===== src/rtl/pp_mul_pkg.sv =====
// Shared widths, rounding/saturation constants and parameter-legality helpers
// for the pipelined multiplier.
package pp_mul_pkg;

    localparam int MAXW = 128;

    function automatic int result_width(input int a_w, input int b_w,
                                        input int acc_en, input int acc_guard);
        return a_w + b_w + ((acc_en != 0) ? acc_guard : 0);
    endfunction

    // Half an output LSB, added before the right shift so ties round up.
    function automatic logic [MAXW-1:0] round_const(input int shift);
        logic [MAXW-1:0] v;
        v = '0;
        if (shift > 0) v[shift-1] = 1'b1;
        return v;
    endfunction

    function automatic logic [MAXW-1:0] sat_max(input int p_w, input bit sgn);
        logic [MAXW-1:0] v;
        v = '0;
        for (int i = 0; i < MAXW; i++)
            if (i < p_w - (sgn ? 1 : 0)) v[i] = 1'b1;
        return v;
    endfunction

    function automatic logic [MAXW-1:0] sat_min(input int p_w, input bit sgn);
        logic [MAXW-1:0] v;
        v = '0;
        if (sgn) v[p_w-1] = 1'b1;
        return v;
    endfunction

    function automatic bit stage_ok(input int n);
        return (n >= 3) && (n <= 8);
    endfunction

    function automatic bit shift_ok(input int shift, input int rw);
        return (shift >= 0) && (shift < rw);
    endfunction

    function automatic bit width_ok(input int rw, input int p_w);
        return (rw + 1 <= MAXW) && (p_w >= 1) && (p_w <= MAXW);
    endfunction

endpackage


===== src/rtl/pp_mul_postproc.sv =====
// Round-half-up right shift, then saturate or wrap into P_W bits with overflow flag.
// Latency: combinational; the parent registers the result in its last stage.
// Backpressure: none, purely combinational.
module pp_mul_postproc
    import pp_mul_pkg::*;
#(
    parameter int IN_W      = 22,
    parameter int IN_SIGNED = 0,
    parameter int SHIFT     = 0,
    parameter int SATURATE  = 0,
    parameter int P_W       = 22
) (
    input  logic [IN_W-1:0] i_x,
    output logic [P_W-1:0]  o_y,
    output logic            o_ovf
);

    // One extra bit so the rounding add can never carry out.
    localparam int EW = IN_W + 1;
    localparam logic [MAXW-1:0] RND_FULL = round_const(SHIFT);
    localparam logic [MAXW-1:0] MAX_FULL = sat_max(P_W, IN_SIGNED != 0);
    localparam logic [MAXW-1:0] MIN_FULL = sat_min(P_W, IN_SIGNED != 0);

    logic [EW-1:0]  w_xe;
    logic [EW-1:0]  w_sum;
    logic [EW-1:0]  w_r;
    logic [P_W-1:0] w_fit;
    logic           w_hi_ovf;

    assign w_xe  = (IN_SIGNED != 0) ? {i_x[IN_W-1], i_x} : {1'b0, i_x};
    assign w_sum = w_xe + RND_FULL[EW-1:0];

    always_comb begin
        w_r = w_xe;
        if (SHIFT > 0) begin
            if (IN_SIGNED != 0) w_r = $signed(w_sum) >>> SHIFT;
            else                w_r = w_sum >> SHIFT;
        end
    end

    generate
        if (P_W >= EW) begin : g_wide
            always_comb begin
                if (IN_SIGNED != 0) w_fit = P_W'($signed(w_r));
                else                w_fit = P_W'(w_r);
            end
            assign w_hi_ovf = 1'b0;
        end else begin : g_narrow
            assign w_fit = w_r[P_W-1:0];
            if (IN_SIGNED != 0) begin : g_sgn
                assign w_hi_ovf = !((&w_r[EW-1:P_W-1]) || (~|w_r[EW-1:P_W-1]));
            end else begin : g_uns
                assign w_hi_ovf = |w_r[EW-1:P_W];
            end
        end
    endgenerate

    always_comb begin
        o_y = w_fit;
        if ((SATURATE != 0) && w_hi_ovf)
            o_y = ((IN_SIGNED != 0) && w_r[EW-1]) ? MIN_FULL[P_W-1:0] : MAX_FULL[P_W-1:0];
    end

    assign o_ovf = w_hi_ovf;

endmodule


===== src/rtl/pp_pipeline_accel_mul_pipe.sv =====
// Pipelined integer multiplier / MAC with rounding, saturation and overflow flag.
// Latency: NUM_STAGE ce=1 edges from accepted input to out_valid.
// Backpressure: none; ce=0 freezes every register, outputs hold.
module pp_pipeline_accel_mul_pipe
    import pp_mul_pkg::*;
#(
    parameter int A_W       = 11,
    parameter int B_W       = 11,
    parameter int P_W       = 22,
    parameter int NUM_STAGE = 4,
    parameter int SIGNED_A  = 0,
    parameter int SIGNED_B  = 0,
    parameter int SHIFT     = 0,
    parameter int SATURATE  = 0,
    parameter int ACC_EN    = 0,
    parameter int ACC_GUARD = 8
) (
    input  logic           clk,
    input  logic           reset_n,
    input  logic           ce,
    input  logic           in_valid,
    input  logic           in_first,
    input  logic           in_last,
    input  logic [A_W-1:0] din0,
    input  logic [B_W-1:0] din1,
    output logic [P_W-1:0] dout,
    output logic           out_valid,
    output logic           out_ovf
);

    localparam int FW = A_W + B_W;
    localparam int RW = result_width(A_W, B_W, ACC_EN, ACC_GUARD);
    localparam int RS = ((SIGNED_A != 0) || (SIGNED_B != 0)) ? 1 : 0;

    generate
        if (!stage_ok(NUM_STAGE)) begin : g_bad_stage
            $error("NUM_STAGE must lie in 3..8");
        end
        if (!shift_ok(SHIFT, RW)) begin : g_bad_shift
            $error("SHIFT must be below the result width");
        end
        if (!width_ok(RW, P_W)) begin : g_bad_width
            $error("result or output width out of range");
        end
    endgenerate

    logic [A_W-1:0] r_a;
    logic [B_W-1:0] r_b;
    logic           r_v1;
    logic           r_f1;
    logic           r_l1;

    // Index s holds the value leaving stage s; index 2 is the product/accumulator.
    logic [RW-1:0]          r_pd_dat [2:NUM_STAGE-1];
    logic [NUM_STAGE-1:2]   r_pd_vld;

    logic [A_W:0]           w_a_ext;
    logic [B_W:0]           w_b_ext;
    logic signed [FW+1:0]   w_full;
    logic [RW-1:0]          w_prod_ext;
    logic [RW-1:0]          w_last_dat;
    logic                   w_last_vld;
    logic [P_W-1:0]         w_pp_y;
    logic                   w_pp_ovf;

    assign w_a_ext    = (SIGNED_A != 0) ? {r_a[A_W-1], r_a} : {1'b0, r_a};
    assign w_b_ext    = (SIGNED_B != 0) ? {r_b[B_W-1], r_b} : {1'b0, r_b};
    assign w_full     = $signed(w_a_ext) * $signed(w_b_ext);
    // w_full is non-negative when both operands are unsigned, so sign extension is safe.
    assign w_prod_ext = RW'(w_full);

    assign w_last_dat = r_pd_dat[NUM_STAGE-1];
    assign w_last_vld = r_pd_vld[NUM_STAGE-1];

    pp_mul_postproc #(
        .IN_W      (RW),
        .IN_SIGNED (RS),
        .SHIFT     (SHIFT),
        .SATURATE  (SATURATE),
        .P_W       (P_W)
    ) u_postproc (
        .i_x   (w_last_dat),
        .o_y   (w_pp_y),
        .o_ovf (w_pp_ovf)
    );

    always_ff @(posedge clk or negedge reset_n) begin
        if (!reset_n) begin
            r_a       <= '0;
            r_b       <= '0;
            r_v1      <= 1'b0;
            r_f1      <= 1'b0;
            r_l1      <= 1'b0;
            for (int s = 2; s < NUM_STAGE; s++) r_pd_dat[s] <= '0;
            r_pd_vld  <= '0;
            dout      <= '0;
            out_valid <= 1'b0;
            out_ovf   <= 1'b0;
        end else if (ce) begin
            r_a  <= din0;
            r_b  <= din1;
            r_v1 <= in_valid;
            r_f1 <= in_first;
            r_l1 <= in_last;

            if (r_v1)
                r_pd_dat[2] <= ((ACC_EN != 0) && !r_f1) ? r_pd_dat[2] + w_prod_ext : w_prod_ext;
            // In MAC mode only the closing term of a sum produces an output.
            r_pd_vld[2] <= r_v1 && ((ACC_EN == 0) || r_l1);

            for (int s = 3; s < NUM_STAGE; s++) begin
                r_pd_dat[s] <= r_pd_dat[s-1];
                r_pd_vld[s] <= r_pd_vld[s-1];
            end

            out_valid <= w_last_vld;
            out_ovf   <= w_last_vld && w_pp_ovf;
            if (w_last_vld) dout <= w_pp_y;
        end
    end

endmodule


===== config.mk =====
export PLATFORM = sky130hd
export DESIGN_NAME = pp_pipeline_accel_mul_pipe
export DESIGN_NICKNAME = d
export VERILOG_FILES = /design/src/rtl/pp_mul_pkg.sv /design/src/rtl/pp_mul_postproc.sv /design/src/rtl/pp_pipeline_accel_mul_pipe.sv
export SDC_FILE = /design/constraint.sdc
export NUM_CORES = 1
export LEC_CHECK = 0
export ABC_AREA = 0
export BUFFER_PORTS_ARGS = -buffer_cell sky130_fd_sc_hd__buf_2
export CAP_MARGIN = 40
export CORE_ASPECT_RATIO = 1.75
export CORE_UTILIZATION = 41
export DETAILED_ROUTE_END_ITERATION = 10
export MAX_ROUTING_LAYER = met4
export PLACE_DENSITY = 0.57
export SLEW_MARGIN = 20
export SYNTH_ARGS = -nofsm -noshare
export SYNTH_HDL_FRONTEND = slang
export SYNTH_SLANG_ARGS = --single-unit

===== constraint.sdc =====
create_clock -name clk -period 12.7 [get_ports clk]
set_input_delay 1.27 -clock clk [delete_from_list [all_inputs] [get_ports clk]]
set_output_delay 1.27 -clock clk [all_outputs]
set_load 0.1 [all_outputs]

Yosys cells after proc, flatten, opt, wreduce, memory -nomap -nowiden --
Index checks and enable logic that the tools add are counted. W data, S select, Z words.
Word-level totals: bits of input ports 28, logic and storage cells 11, output and inout bits 24, bits in registers 92
Cells by class: reductions and logical operators 2, $mul 1
Operators with widths (count):
- $mul A11 B11 Y22 | 1
- $reduce_and A2 Y1 | 2

Depth between registers and ports, before layout --
word-level depth 1, depth in mapped cells 20, gate-level depth less buffers 18

Hierarchy --
A second synthesis with hierarchy kept.
Second synthesis, totals: cells, all modules 771, area, all modules 7787.5 um^2
Modules (own cells, without submodules):
- pp_pipeline_accel_mul_pipe | times used 1, cells each 747, area each 7611.0 um^2
- pp_mul_postproc | times used 1, cells each 24, area each 176.4 um^2

Worst setup path after synthesis --
Ideal clock, no wire load.
path type register -> register, start reg r_b[2], end reg r_pd_dat[42] (netlist bit), setup time 125 ps, buffers on the path 2, arrival 4868 ps, data required time 12575 ps, stages on the path, launching flop included 21, setup slack 7708 ps, cell sequence dfrtp_1 > clkbuf_1 > nand2_1 > fa_1 > inv_1 > fa_1 > inv_1 > fa_1 > inv_1 > fa_1 > inv_1 > fa_1 > inv_1 > ha_1 > clkbuf_2 > a21oi_1 > or2_1 > a2111o_1 > nand3_1 > xor2_1 > mux2_2
On the way: cells in the longest elaborated chain, start to end 1
RTL lines:
- start, declared | line pp_pipeline_accel_mul_pipe.sv:48 | logic [B_W-1:0] r_b;
- start signal, assigned | line pp_pipeline_accel_mul_pipe.sv:101 | r_b <= din1;
- $mul A11 B11 Y22 | line pp_pipeline_accel_mul_pipe.sv:68 | assign w_full = $signed(w_a_ext) * $signed(w_b_ext);
- end signal, assigned by index | line pp_pipeline_accel_mul_pipe.sv:112 | r_pd_dat[s] <= r_pd_dat[s-1];
- end, declared | line pp_pipeline_accel_mul_pipe.sv:54 | logic [RW-1:0] r_pd_dat [2:NUM_STAGE-1];
Every way passes these cells. A chain may end at the register's enable or synchronous reset.

Final worst setup path --
start reg r_a[7], end reg r_pd_dat[42] (netlist bit)
On the way: cells in the longest elaborated chain, start to end 1
RTL lines:
- start, declared | line pp_pipeline_accel_mul_pipe.sv:47 | logic [A_W-1:0] r_a;
- start signal, assigned | line pp_pipeline_accel_mul_pipe.sv:100 | r_a <= din0;
- $mul A11 B11 Y22 | line pp_pipeline_accel_mul_pipe.sv:68
Every way passes these cells.

==> metrics.md <==
| Metric | Value |
|---|---|
| Status | `finished, final reports clean` |
| Post-cts repair resize count | `0` |
| Die X | `105 um` |
| Fillers | `1,759` |
| Worst Path Arrival | `5580 ps` |
| Commonest non-fill, non-tap cells in the layout | `inv_1, nand2_1, dfrtp_1, fa_1, mux2_2` |
| Post CTS Setup Buffer Count | `0` |
| CTS root buf | `clkbuf_16` |
| Via density | `4.95` |
| Rel. slew slack | `54.7%` |
| Maximum clock path buffer count | `2` |
| Hold buffer count at cts | `0` |
| Core Area | `18,100 um^2` |
| Top cells by area, synth | `dfrtp_1, fa_1, mux2_2, ha_1, inv_1` |
| Synth warn | `0` |
| Total global routing overflow | `0` |
| Die Y-Extent | `181 um` |
| CP max FO | `12` |
| Netlist cell types | `51` |
| Adder-Cell Fraction of Synth Area | `31.2%` |
| Final hold vios | `0` |
| CTS clk-pin slew, worst paths | `70 ps` |
| Crit path kind | `flop to flop` |
| Max-cap violation count | `0` |
| NumNets Final | `922` |
| Starting Density | `41.8%` |
| Most common cell after layout, fill and taps aside | `inv_1` |
| Sink Count | `92` |
| Worst hold path type | `flop to flop` |
| Routability cong. | `0.889` |
| Sequential cell area | `2300 um^2` |
| Post-synth EDFFs | `0` |
| CTS tree | `done` |
| WP data required | `12,940 ps` |
| Antenna Nets Post-Route | `0` |
| IO Pins | `52` |
| Global Route Usage Sum | `17.7%` |
| Worst-case clock skew | `8.29 ps` |
| DIE AREA | `19,000 um^2` |
| Worst R2R Start | `r_a[7]$_DFFE_PN0P_` |
| Final setup viols | `0` |
| Routed WL | `14,800 um` |
| RSZ-0062 raised after global routing | `no` |
| Post-DP HPWL | `11,800 um` |
| Largest family of logic cells by synthesized area | `adder cells` |
| Fmax achieved | `187 MHz` |
| Final period util | `42.0%` |
| DR iter-0 viols | `105` |
| Residual DRC | `0` |
| H-tree Lvls | `3` |
| Row count | `65` |
| Post-synth top area share | `30.5%` |
| Tmin final | `5340 ps` |
| Syn Inst Count | `732` |
| Netlist Area Pre-Place | `7550 um^2` |
| Compound-Gate Fraction of Synth Area | `5.24%` |
| Total CTS buffers | `9` |
| Sequential-to-total area share from yosys stat | `30.5%` |
| Simple-gate area share of the yosys netlist | `13.2%` |
| Via count | `4,917` |
| Startpoint types | `flop` |
| Async SR Flop Fraction | `100%` |
| Worst slew pin tran | `679 ps` |
| Antenna Cells | `0` |
| Post-Synth XOR/XNOR Area | `1.51%` |
| Pre-antenna DRT Iters | `4` |
| Synth area leader | `dfrtp_1` |
| Kind of end point of the critical path | `flop` |
| Syn nets | `900` |
| Largest net degree at the start of global routing | `59` |
| CP startpoint | `r_a[7]$_DFFE_PN0P_` |
| Layout Area Growth over Synthesis | `9.38%` |
| Syn_area_per_cell | `10.3 um^2` |
| Antenna violations before repair | `0` |
| Vias in the first global route | `5,443` |
| Top_reg_cell synth | `dfrtp_1` |
| Multiplexer area fraction after synthesis | `10.3%` |
| TNS Setup | `0 ps` |
| Worst hold start | `r_pd_dat[23]$_DFFE_PN0P_` |
| Slew Viols, Final | `0` |
| Post-synthesis register bit count | `92` |
| Fraction of layout cells with a size suffix above 1 | `19.2%` |
| Clk_lat worst skew | `360 ps` |
| Buffers added on ports | `48` |
| DR WL/cell | `14.9 um` |
| First-pass GRT wire length | `26,000 um` |
| Multi-input gate area | `4640 um^2` |
[critical path, cell delays in order (launching register included)]
cell and delay [ps]:
dfrtp_1 600, nand2_1 150, fa_1 560, inv_1 50, fa_1 490, inv_1 50
fa_1 530, inv_1 50, fa_1 470, inv_1 50, fa_1 470, inv_1 40
ha_1 400, a21oi_1 150, or2_1 270, a2111o_1 410, nand3_1 140, xor2_1 80
mux2_2 260
[cell families after synthesis]
family / count (synthesis)
XOR/XNOR: 13
buffers and inverters: 150
multiplexers: 69
other: 1
flip-flops: 92
AND/OR/NAND/NOR: 206
adder cells (fa/ha/maj): 140
AO/OA/AOI/OAI: 61
[cell usage after synthesis (2+ instances only)]
library cell,count
inv_1,108
nand2_1,101
dfrtp_1,92
fa_1,80
mux2_2,69
and2_1,62
ha_1,60
clkbuf_1,26
o21ai_0,20
a21oi_1,16
nand3_1,13
nor2_1,9
xnor2_1,7
buf_1,6
xor2_1,6
nand4_1,5
a21o_1,3
clkbuf_2,3
nand2b_1,3
nor3_1,3
a31oi_1,2
buf_2,2
buf_4,2
buf_6,2
o2111ai_1,2
o21a_1,2
o21bai_1,2
o31ai_1,2
or3_1,2
[flip-flops by register name (all words and copies together) (netlist names)]
register    cells
w_last_dat     22
r_a            11
r_pd_vld        2
out_valid       1
dout           22
r_b            11
r_pd_dat       22
r_v1            1
[metrics by stage]
stage | util (%) | area (um^2) | cells | hold WS (ps) | setup WS (ps)
floorplan | - | 7550 | 732 | 432 | 7710
global placement | 43.8 | 7910 | 975 | 451 | 7400
detailed placement | 44.0 | 7950 | 977 | 462 | 7350
CTS | 45.7 | 8260 | 993 | 481 | 7330
global route | 45.7 | 8260 | 993 | 507 | 7100
finish | 45.7 | 8260 | 993 | 478 | 7360
[area by class of cell]
type | count | area share, %
clock buffers | 9 | 2.73
multi-input cells | 490 | 56.2
inverters | 108 | 4.91
flip-flops and latches | 92 | 27.9
repair buffers | 53 | 3.73
clock inverters | 7 | 0.970
well taps | 234 | 3.55
[path summary, 6_finish.rpt]
kind | end | cells after the start | slack (ps)
hold reg to reg | r_pd_dat[23]$_DFFE_PN0P_ | 2 | 480
max in group asynchronous | w_last_dat[16]$_DFFE_PN0P_ | 3 | 11050
min in group asynchronous | r_a[6]$_DFFE_PN0P_ | 1 | 750
setup / recovery | r_pd_dat[42]$_DFFE_PN0P_ | 18 | 7360
hold / removal | r_pd_dat[23]$_DFFE_PN0P_ | 2 | 480
setup reg to reg | r_pd_dat[42]$_DFFE_PN0P_ | 18 | 7360
[layer usage]
layer | vias up | routed length (um) | track usage (%)
met3 | 27 | 434 | 2.80
met5 | - | 0 | -
met4 | 0 | 321 | 7.26
met2 | 90 | 8070 | 31.6
li1 | 2357 | - | -
met1 | 2443 | 5990 | 19.4
Power is not shown: default switching activity piles up to over one toggle a cycle in this logic, so the estimate is an artifact.
